`config.mk`:
```
export PLATFORM = sky130hd
export DESIGN_NAME = asteroid_spawner
export DESIGN_NICKNAME = d
export VERILOG_FILES = /design/src/rtl/asteroid_pkg.sv /design/src/rtl/lfsr_galois.sv /design/src/rtl/asteroid_spawner.sv
export SDC_FILE = /design/constraint.sdc
export NUM_CORES = 1
export LEC_CHECK = 0
export ABC_AREA = 1
export CORE_ASPECT_RATIO = 1.25
export CORE_MARGIN = 2
export CORE_UTILIZATION = 52
export DETAILED_ROUTE_END_ITERATION = 6
export HOLD_SLACK_MARGIN = 0.08
export PLACE_DENSITY = 0.81
export SETUP_SLACK_MARGIN = 0.5
export SKIP_LAST_GASP = 1
export SYNTH_ARGS = -nofsm -noshare
export SYNTH_HDL_FRONTEND = slang
export SYNTH_HIERARCHICAL = 1
export SYNTH_SLANG_ARGS = --single-unit
```
`constraint.sdc`:
```
create_clock -name iClk -period 2.9 [get_ports iClk]
set_input_delay 0.435 -clock iClk [delete_from_list [all_inputs] [get_ports iClk]]
set_output_delay 0.435 -clock iClk [all_outputs]
set_load 0.01 [all_outputs]
```
`src/rtl/asteroid_pkg.sv`:
```
// Shared definitions for the asteroid spawner.
//   - DIR_* : 3-bit compass directions, 0 = N (towards -y), stepping clockwise
//   - edge_e: screen edge picked by a draw
//   - state_e: spawner FSM states
package asteroid_pkg;

    localparam logic [2:0] DIR_N  = 3'd0;
    localparam logic [2:0] DIR_NE = 3'd1;
    localparam logic [2:0] DIR_E  = 3'd2;
    localparam logic [2:0] DIR_SE = 3'd3;
    localparam logic [2:0] DIR_S  = 3'd4;
    localparam logic [2:0] DIR_SW = 3'd5;
    localparam logic [2:0] DIR_W  = 3'd6;
    localparam logic [2:0] DIR_NW = 3'd7;

    typedef enum logic [1:0] {
        EDGE_TOP    = 2'd0,
        EDGE_RIGHT  = 2'd1,
        EDGE_BOTTOM = 2'd2,
        EDGE_LEFT   = 2'd3
    } edge_e;

    typedef enum logic [1:0] {
        IDLE = 2'd0,
        DRAW = 2'd1,
        HOLD = 2'd2
    } state_e;

endpackage

```
`src/rtl/lfsr_galois.sv`:
```
// Free-running right-shifting Galois LFSR with synchronous seed load.
// Ports:
//   iClk   in  1  clock
//   iRst   in  1  asynchronous reset, active low (state := SEED)
//   iLoad  in  1  load iSeed this cycle instead of stepping
//   iSeed  in  W  seed; an all-zero seed is replaced by SEED so the LFSR never locks up
//   oState out W  current LFSR state
module lfsr_galois #(
    parameter int unsigned    W    = 16,
    parameter logic [W-1:0]   TAPS = 16'hB400,
    parameter logic [W-1:0]   SEED = 16'hACE1
) (
    input  logic         iClk,
    input  logic         iRst,
    input  logic         iLoad,
    input  logic [W-1:0] iSeed,
    output logic [W-1:0] oState
);

    logic [W-1:0] state_q;
    logic [W-1:0] state_d;

    always_comb begin
        if (iLoad) begin
            state_d = (iSeed == '0) ? SEED : iSeed;
        end else if (state_q[0]) begin
            state_d = (state_q >> 1) ^ TAPS;
        end else begin
            state_d = state_q >> 1;
        end
    end

    always_ff @(posedge iClk or negedge iRst) begin
        if (!iRst) begin
            state_q <= SEED;
        end else begin
            state_q <= state_d;
        end
    end

    assign oState = state_q;

endmodule

```
`src/rtl/asteroid_spawner.sv`:
```
// Spawn-point generator for asteroids. On a request it draws a random screen edge, a position
// along that edge clear of the corner margins, an inward diagonal direction and a size, then
// holds the result on a valid/ready handshake. Draws landing in a margin are retried up to
// RETRY_MAX times; after that the edge midpoint is used and oFallback is raised.
// Ports:
//   iClk      in   1        clock
//   iRst      in   1        asynchronous reset, active low
//   iSeedLoad in   1        load iSeed into the LFSR (any state)
//   iSeed     in   LFSR_W   seed value; 0 is replaced by SEED
//   iReq      in   1        spawn request level, sampled only in IDLE
//   oValid    out  1        spawn result valid
//   iReady    in   1        consumer accepts when oValid & iReady
//   oPosX     out  COORD_W  spawn x
//   oPosY     out  COORD_W  spawn y
//   oDir      out  3        direction (see asteroid_pkg DIR_*)
//   oSize     out  2        size, clamped to >= MIN_SIZE
//   oFallback out  1        result is the retry fallback midpoint
module asteroid_spawner
    import asteroid_pkg::*;
#(
    parameter int unsigned       SCREEN_W  = 640,
    parameter int unsigned       SCREEN_H  = 480,
    parameter int unsigned       COORD_W   = 11,
    parameter int unsigned       MARGIN    = 40,
    parameter int unsigned       LFSR_W    = 16,
    parameter logic [LFSR_W-1:0] LFSR_TAPS = 16'hB400,
    parameter logic [LFSR_W-1:0] SEED      = 16'hACE1,
    parameter int unsigned       RETRY_MAX = 7,
    parameter int unsigned       MIN_SIZE  = 1
) (
    input  logic               iClk,
    input  logic               iRst,
    input  logic               iSeedLoad,
    input  logic [LFSR_W-1:0]  iSeed,
    input  logic               iReq,
    output logic               oValid,
    input  logic               iReady,
    output logic [COORD_W-1:0] oPosX,
    output logic [COORD_W-1:0] oPosY,
    output logic [2:0]         oDir,
    output logic [1:0]         oSize,
    output logic               oFallback
);

    localparam int unsigned RETRY_W = (RETRY_MAX > 0) ? $clog2(RETRY_MAX + 1) : 1;

    localparam logic [RETRY_W-1:0] RETRY_C = RETRY_W'(RETRY_MAX);
    localparam logic [COORD_W-1:0] W_C     = COORD_W'(SCREEN_W);
    localparam logic [COORD_W-1:0] H_C     = COORD_W'(SCREEN_H);
    localparam logic [COORD_W-1:0] M_C     = COORD_W'(MARGIN);
    localparam logic [COORD_W-1:0] W_HI    = COORD_W'(SCREEN_W - MARGIN);
    localparam logic [COORD_W-1:0] H_HI    = COORD_W'(SCREEN_H - MARGIN);
    localparam logic [COORD_W-1:0] W_MID   = COORD_W'(SCREEN_W / 2);
    localparam logic [COORD_W-1:0] H_MID   = COORD_W'(SCREEN_H / 2);
    localparam logic [1:0]         MIN_SZ  = 2'(MIN_SIZE);

    // ------------------------------------------------------------------
    // Random source
    // ------------------------------------------------------------------
    logic [LFSR_W-1:0] lfsr;

    lfsr_galois #(
        .W    (LFSR_W),
        .TAPS (LFSR_TAPS),
        .SEED (SEED)
    ) u_lfsr (
        .iClk   (iClk),
        .iRst   (iRst),
        .iLoad  (iSeedLoad),
        .iSeed  (iSeed),
        .oState (lfsr)
    );

    edge_e              edge_sel;
    logic               dsel;
    logic [1:0]         size_raw;
    logic [COORD_W-1:0] along;

    assign edge_sel = edge_e'(lfsr[1:0]);
    assign dsel     = lfsr[2];
    assign size_raw = lfsr[4:3];
    assign along    = lfsr[LFSR_W-1 -: COORD_W];

    // ------------------------------------------------------------------
    // Draw evaluation: rejection test and edge/direction mapping
    // ------------------------------------------------------------------
    logic               side_edge;
    logic               reject;
    logic [COORD_W-1:0] along_eff;
    logic [COORD_W-1:0] pos_x_d;
    logic [COORD_W-1:0] pos_y_d;
    logic [2:0]         dir_d;
    logic [1:0]         size_d;

    assign side_edge = (edge_sel == EDGE_RIGHT) || (edge_sel == EDGE_LEFT);

    always_comb begin
        reject = (along < M_C) || (along >= (side_edge ? H_HI : W_HI));

        // A rejected draw only reaches the result registers once retries are exhausted,
        // so substituting the midpoint here is exactly the fallback case.
        along_eff = along;
        if (reject) begin
            along_eff = side_edge ? H_MID : W_MID;
        end

        pos_x_d = '0;
        pos_y_d = '0;
        dir_d   = DIR_SE;
        unique case (edge_sel)
            EDGE_TOP: begin
                pos_x_d = along_eff;
                pos_y_d = '0;
                dir_d   = dsel ? DIR_SW : DIR_SE;
            end
            EDGE_RIGHT: begin
                pos_x_d = W_C;
                pos_y_d = along_eff;
                dir_d   = dsel ? DIR_NW : DIR_SW;
            end
            EDGE_BOTTOM: begin
                pos_x_d = along_eff;
                pos_y_d = H_C;
                dir_d   = dsel ? DIR_NE : DIR_NW;
            end
            EDGE_LEFT: begin
                pos_x_d = '0;
                pos_y_d = along_eff;
                dir_d   = dsel ? DIR_SE : DIR_NE;
            end
        endcase

        size_d = (size_raw < MIN_SZ) ? MIN_SZ : size_raw;
    end

    // ------------------------------------------------------------------
    // FSM
    // ------------------------------------------------------------------
    state_e               state_q;
    state_e               state_d;
    logic [RETRY_W-1:0]   retry_q;
    logic [RETRY_W-1:0]   retry_d;
    logic                 load_result;

    always_ff @(posedge iClk or negedge iRst) begin
        if (!iRst) begin
            state_q <= IDLE;
            retry_q <= '0;
        end else begin
            state_q <= state_d;
            retry_q <= retry_d;
        end
    end

    always_comb begin
        state_d     = state_q;
        retry_d     = retry_q;
        load_result = 1'b0;
        unique case (state_q)
            IDLE: begin
                if (iReq) begin
                    state_d = DRAW;
                end
            end
            DRAW: begin
                if (reject && (retry_q < RETRY_C)) begin
                    retry_d = retry_q + 1'b1;
                end else begin
                    state_d     = HOLD;
                    load_result = 1'b1;
                end
            end
            HOLD: begin
                if (iReady) begin
                    state_d = IDLE;
                    retry_d = '0;
                end
            end
            default: begin
                state_d = IDLE;
            end
        endcase
    end

    // ------------------------------------------------------------------
    // Result registers: captured once when leaving DRAW, stable through HOLD
    // ------------------------------------------------------------------
    logic [COORD_W-1:0] pos_x_q;
    logic [COORD_W-1:0] pos_y_q;
    logic [2:0]         dir_q;
    logic [1:0]         size_q;
    logic               fallback_q;

    always_ff @(posedge iClk or negedge iRst) begin
        if (!iRst) begin
            pos_x_q    <= '0;
            pos_y_q    <= '0;
            dir_q      <= '0;
            size_q     <= '0;
            fallback_q <= 1'b0;
        end else if (load_result) begin
            pos_x_q    <= pos_x_d;
            pos_y_q    <= pos_y_d;
            dir_q      <= dir_d;
            size_q     <= size_d;
            fallback_q <= reject;
        end
    end

    always_comb begin
        oValid    = (state_q == HOLD);
        oPosX     = pos_x_q;
        oPosY     = pos_y_q;
        oDir      = dir_q;
        oSize     = size_q;
        oFallback = fallback_q;
    end

endmodule

```
==> flow_summary.json <==
{
  "clk_path_buf_depth": 2,
  "synth_top_family_by_area": "simple AND/OR/NAND/NOR gates",
  "pin_count": 50,
  "wirelength_mm": 4.95,
  "cts_buffers": 5,
  "timing.final.crit_period_ns": 2.20,
  "htree_num_levels": 2,
  "drv_cap": 0,
  "layout.nets": 363,
  "yosys.area_share.simple_pct": 29.7,
  "rsz0062_at_grt": "no",
  "fin_setup_tns_ns": 0,
  "regArea_mm2": 0.00124,
  "placed_cell_area_mm2": 0.00302,
  "drt_iter0_drc": 133,
  "syn-instance-count": 288,
  "synthMuxAreaShare_pct": 0,
  "port_buffers": 49,
  "yosysWarnings": 6,
  "grt_antenna_before_repair": 0,
  "initial_utilization_pct": 54.2,
  "skew_ns": 0.00791,
  "clk_pin_slew_worst_paths_ns": 0.08,
  "core_area_mm2": 0.00473,
  "synth.yosys.seq_area_share_pct": 48.2,
  "post_route_cells_drive_above_1_share_pct": 18.7,
  "power_leakage_nw": 1.45,
  "finalCritPeriodShare_pct": 76.0,
  "r2r_slack_ns": 0.70,
  "dieArea_mm2": 0.00551,
  "pre_cts_ws_ns": 0.610,
  "cp.required_ns": 3.08,
  "hold_viol_final": 0,
  "wl_per_cell_um": 12.5,
  "crit_fanout": 22,
  "rows": 28,
  "clk_latency_ns": 0.30,
  "ir_worst_vdd_v": 0.000408,
  "synth_cell_types": 33,
  "hold_buffers": 0,
  "syn-mean-instance-area_um2": 8.90,
  "antenna_cells": 0,
  "worstSetupEndpointType": "flip-flop",
  "hold_slack_ns": 0.334,
  "power_density_mw_per_mm2": 789,
  "synthXorXnorAreaFrac_pct": 2.05,
  "syn-cell-area_mm2": 0.00256,
  "drtPass1Iterations": 4,
  "overflow": 0,
  "relSlewSlack_pct": 29.3,
  "placed_cells": 388,
  "worst_pin_slew_ns": 1.06,
  "run_status": "completed",
  "num-fill-cells": 397,
  "root_buffer": "clkbuf_8",
  "cts_num_sinks": 49,
  "die_h_um": 82.5,
  "vias": 1985,
  "cts_tree": "built",
  "hold_class": "input port to asynchronous set/reset pin",
  "layoutNonFillerInstCount": 397,
  "total_power_mw": 2.47,
  "slew_violations": 0,
  "arrival_ns": 2.38,
  "drtAntennaViolNets": 0,
  "syn_nets": 315,
  "final_util_pct": 66.1,
  "final_cell_mix": "nand2_1 (75), clkdlybuf4s50_1 (48), dfrtp_1 (41)",
  "fp.dieW_um": 66.8,
  "ys_seq_elements": 49,
  "fin_ws_ns": 0.697,
  "final_common_cell": "nand2_1",
  "syn_to_final_growth_pct": 22.0,
  "cp-start-kind": "flip-flop",
  "grt_usage_pct": 19.8,
  "finalSetupViolations": 0,
  "grt_pass1_vias": 1781,
  "fmax_mhz": 454,
  "multi_input_area_mm2": 0.00114,
  "gp_congestion": 0.911,
  "dp_hpwl_mm": 3.58,
  "final_area_mm2": 0.00313,
  "synthAdderAreaFrac_pct": 2.93,
  "vias_per_cell": 5.00,
  "grt_first_pass_wirelength_mm": 8.26,
  "grt_max_degree": 50,
  "crit_type": "flip-flop to flip-flop",
  "drcViolationCount": 0,
  "synth_compound_area_share_pct": 9.42
}
worst paths after layout:
check | start | endpoint | depth (start not counted)
max in group asynchronous | iRst | oPosX[6] | 1
setup reg to reg | u_lfsr/oState[0] | oPosY[0] | 12
hold / removal | iRst | u_lfsr/oState[4] | 1
setup / recovery | u_lfsr/oState[0] | oPosY[0] | 12
hold reg to reg | oDir[0] | oDir[0] | 1
min in group iClk | oDir[0] | oDir[0] | 1
critical path: stages, from the launching register on:
cell and delay, ns:
dfstp_2 0.54, inv_1 0.19, ha_1 0.35, nand2_1 0.06
inv_1 0.04, nand2_1 0.05, nand2_1 0.08, nand2_4 0.12
nand3_4 0.11, nand2_4 0.13, nand2_4 0.23, nand2_2 0.13
o21ai_2 0.05
where the power goes:
| part | switching (mW) | internal, mW | leakage [nW] |
|---|---|---|---|
| clock | 0.210 | 0.195 | 0.0455 |
| sequential | 0.151 | 0.893 | 0.605 |
| combinational | 0.522 | 0.499 | 0.797 |
| total | 0.883 | 1.59 | 1.45 |
cell type report:
cell class / count / area share [%]
multi-input combinational: 210 / 36.6
clock buffer: 8 / 2.88
inverter: 20 / 2.84
sequential: 49 / 39.5
timing repair buffer: 50 / 15.8
tap: 60 / 2.40
layer usage:
metal | part of all wire (%) | GRT usage, % | vias to the layer above
met3 | 3.1 | 3.25 | 5
met4 | 1.2 | 7.35 | 0
met2 | 50 | 33.3 | 43
met5 | 0 | 0 | -
met1 | 46 | 25.6 | 921
li1 | - | - | 1016
sequential cells by signal (all words and copies together), names as in the netlist:
signal         flops
oDir               3
oFallback          1
oPosX             11
oPosY             11
oSize              2
retry_q            3
state_q            2
u_lfsr/oState     16
cell usage after synthesis:
cell / n / area (um^2)
a21oi_1: 9 / 45.0
a21oi_2: 1 / 8.76
nor2_2: 2 / 12.5
buf_12: 3 / 60.1
inv_1: 17 / 63.8
o31ai_1: 1 / 7.51
o21ai_2: 16 / 140
buf_2: 2 / 10.0
xnor2_1: 2 / 17.5
buf_4: 1 / 7.51
or2_1: 1 / 6.26
nand3b_1: 2 / 15.0
nand2_2: 16 / 100
nor2_1: 37 / 139
buf_6: 1 / 11.3
nand3_4: 1 / 17.5
nor2_4: 1 / 11.3
dfrtp_1: 41 / 1030
o21ai_1: 3 / 15.0
buf_8: 1 / 15.0
nand2_1: 75 / 282
xor2_1: 4 / 35.0
nand3_1: 19 / 95.1
ha_1: 6 / 75.1
dfstp_2: 8 / 210
nand2_8: 1 / 20.0
nand2_4: 2 / 22.5
inv_2: 1 / 3.75
nand4_1: 4 / 25.0
clkbuf_1: 2 / 7.51
o21ai_0: 5 / 25.0
inv_6: 2 / 17.5
nor3_4: 1 / 16.3
logic make-up after synthesis:
group	after synthesis
AO/OA/AOI/OAI	35
AND/OR/NAND/NOR	162
flip-flops	49
buffers and inverters	30
XOR/XNOR	6
adder cells (fa/ha/maj)	6
timing repair:
action                                  CTS  global route
resized for setup                         0             2
endpoints found under the setup margin    0             4
setup buffers                             0             0
Note: power is estimated with default switching activity, not from simulation.
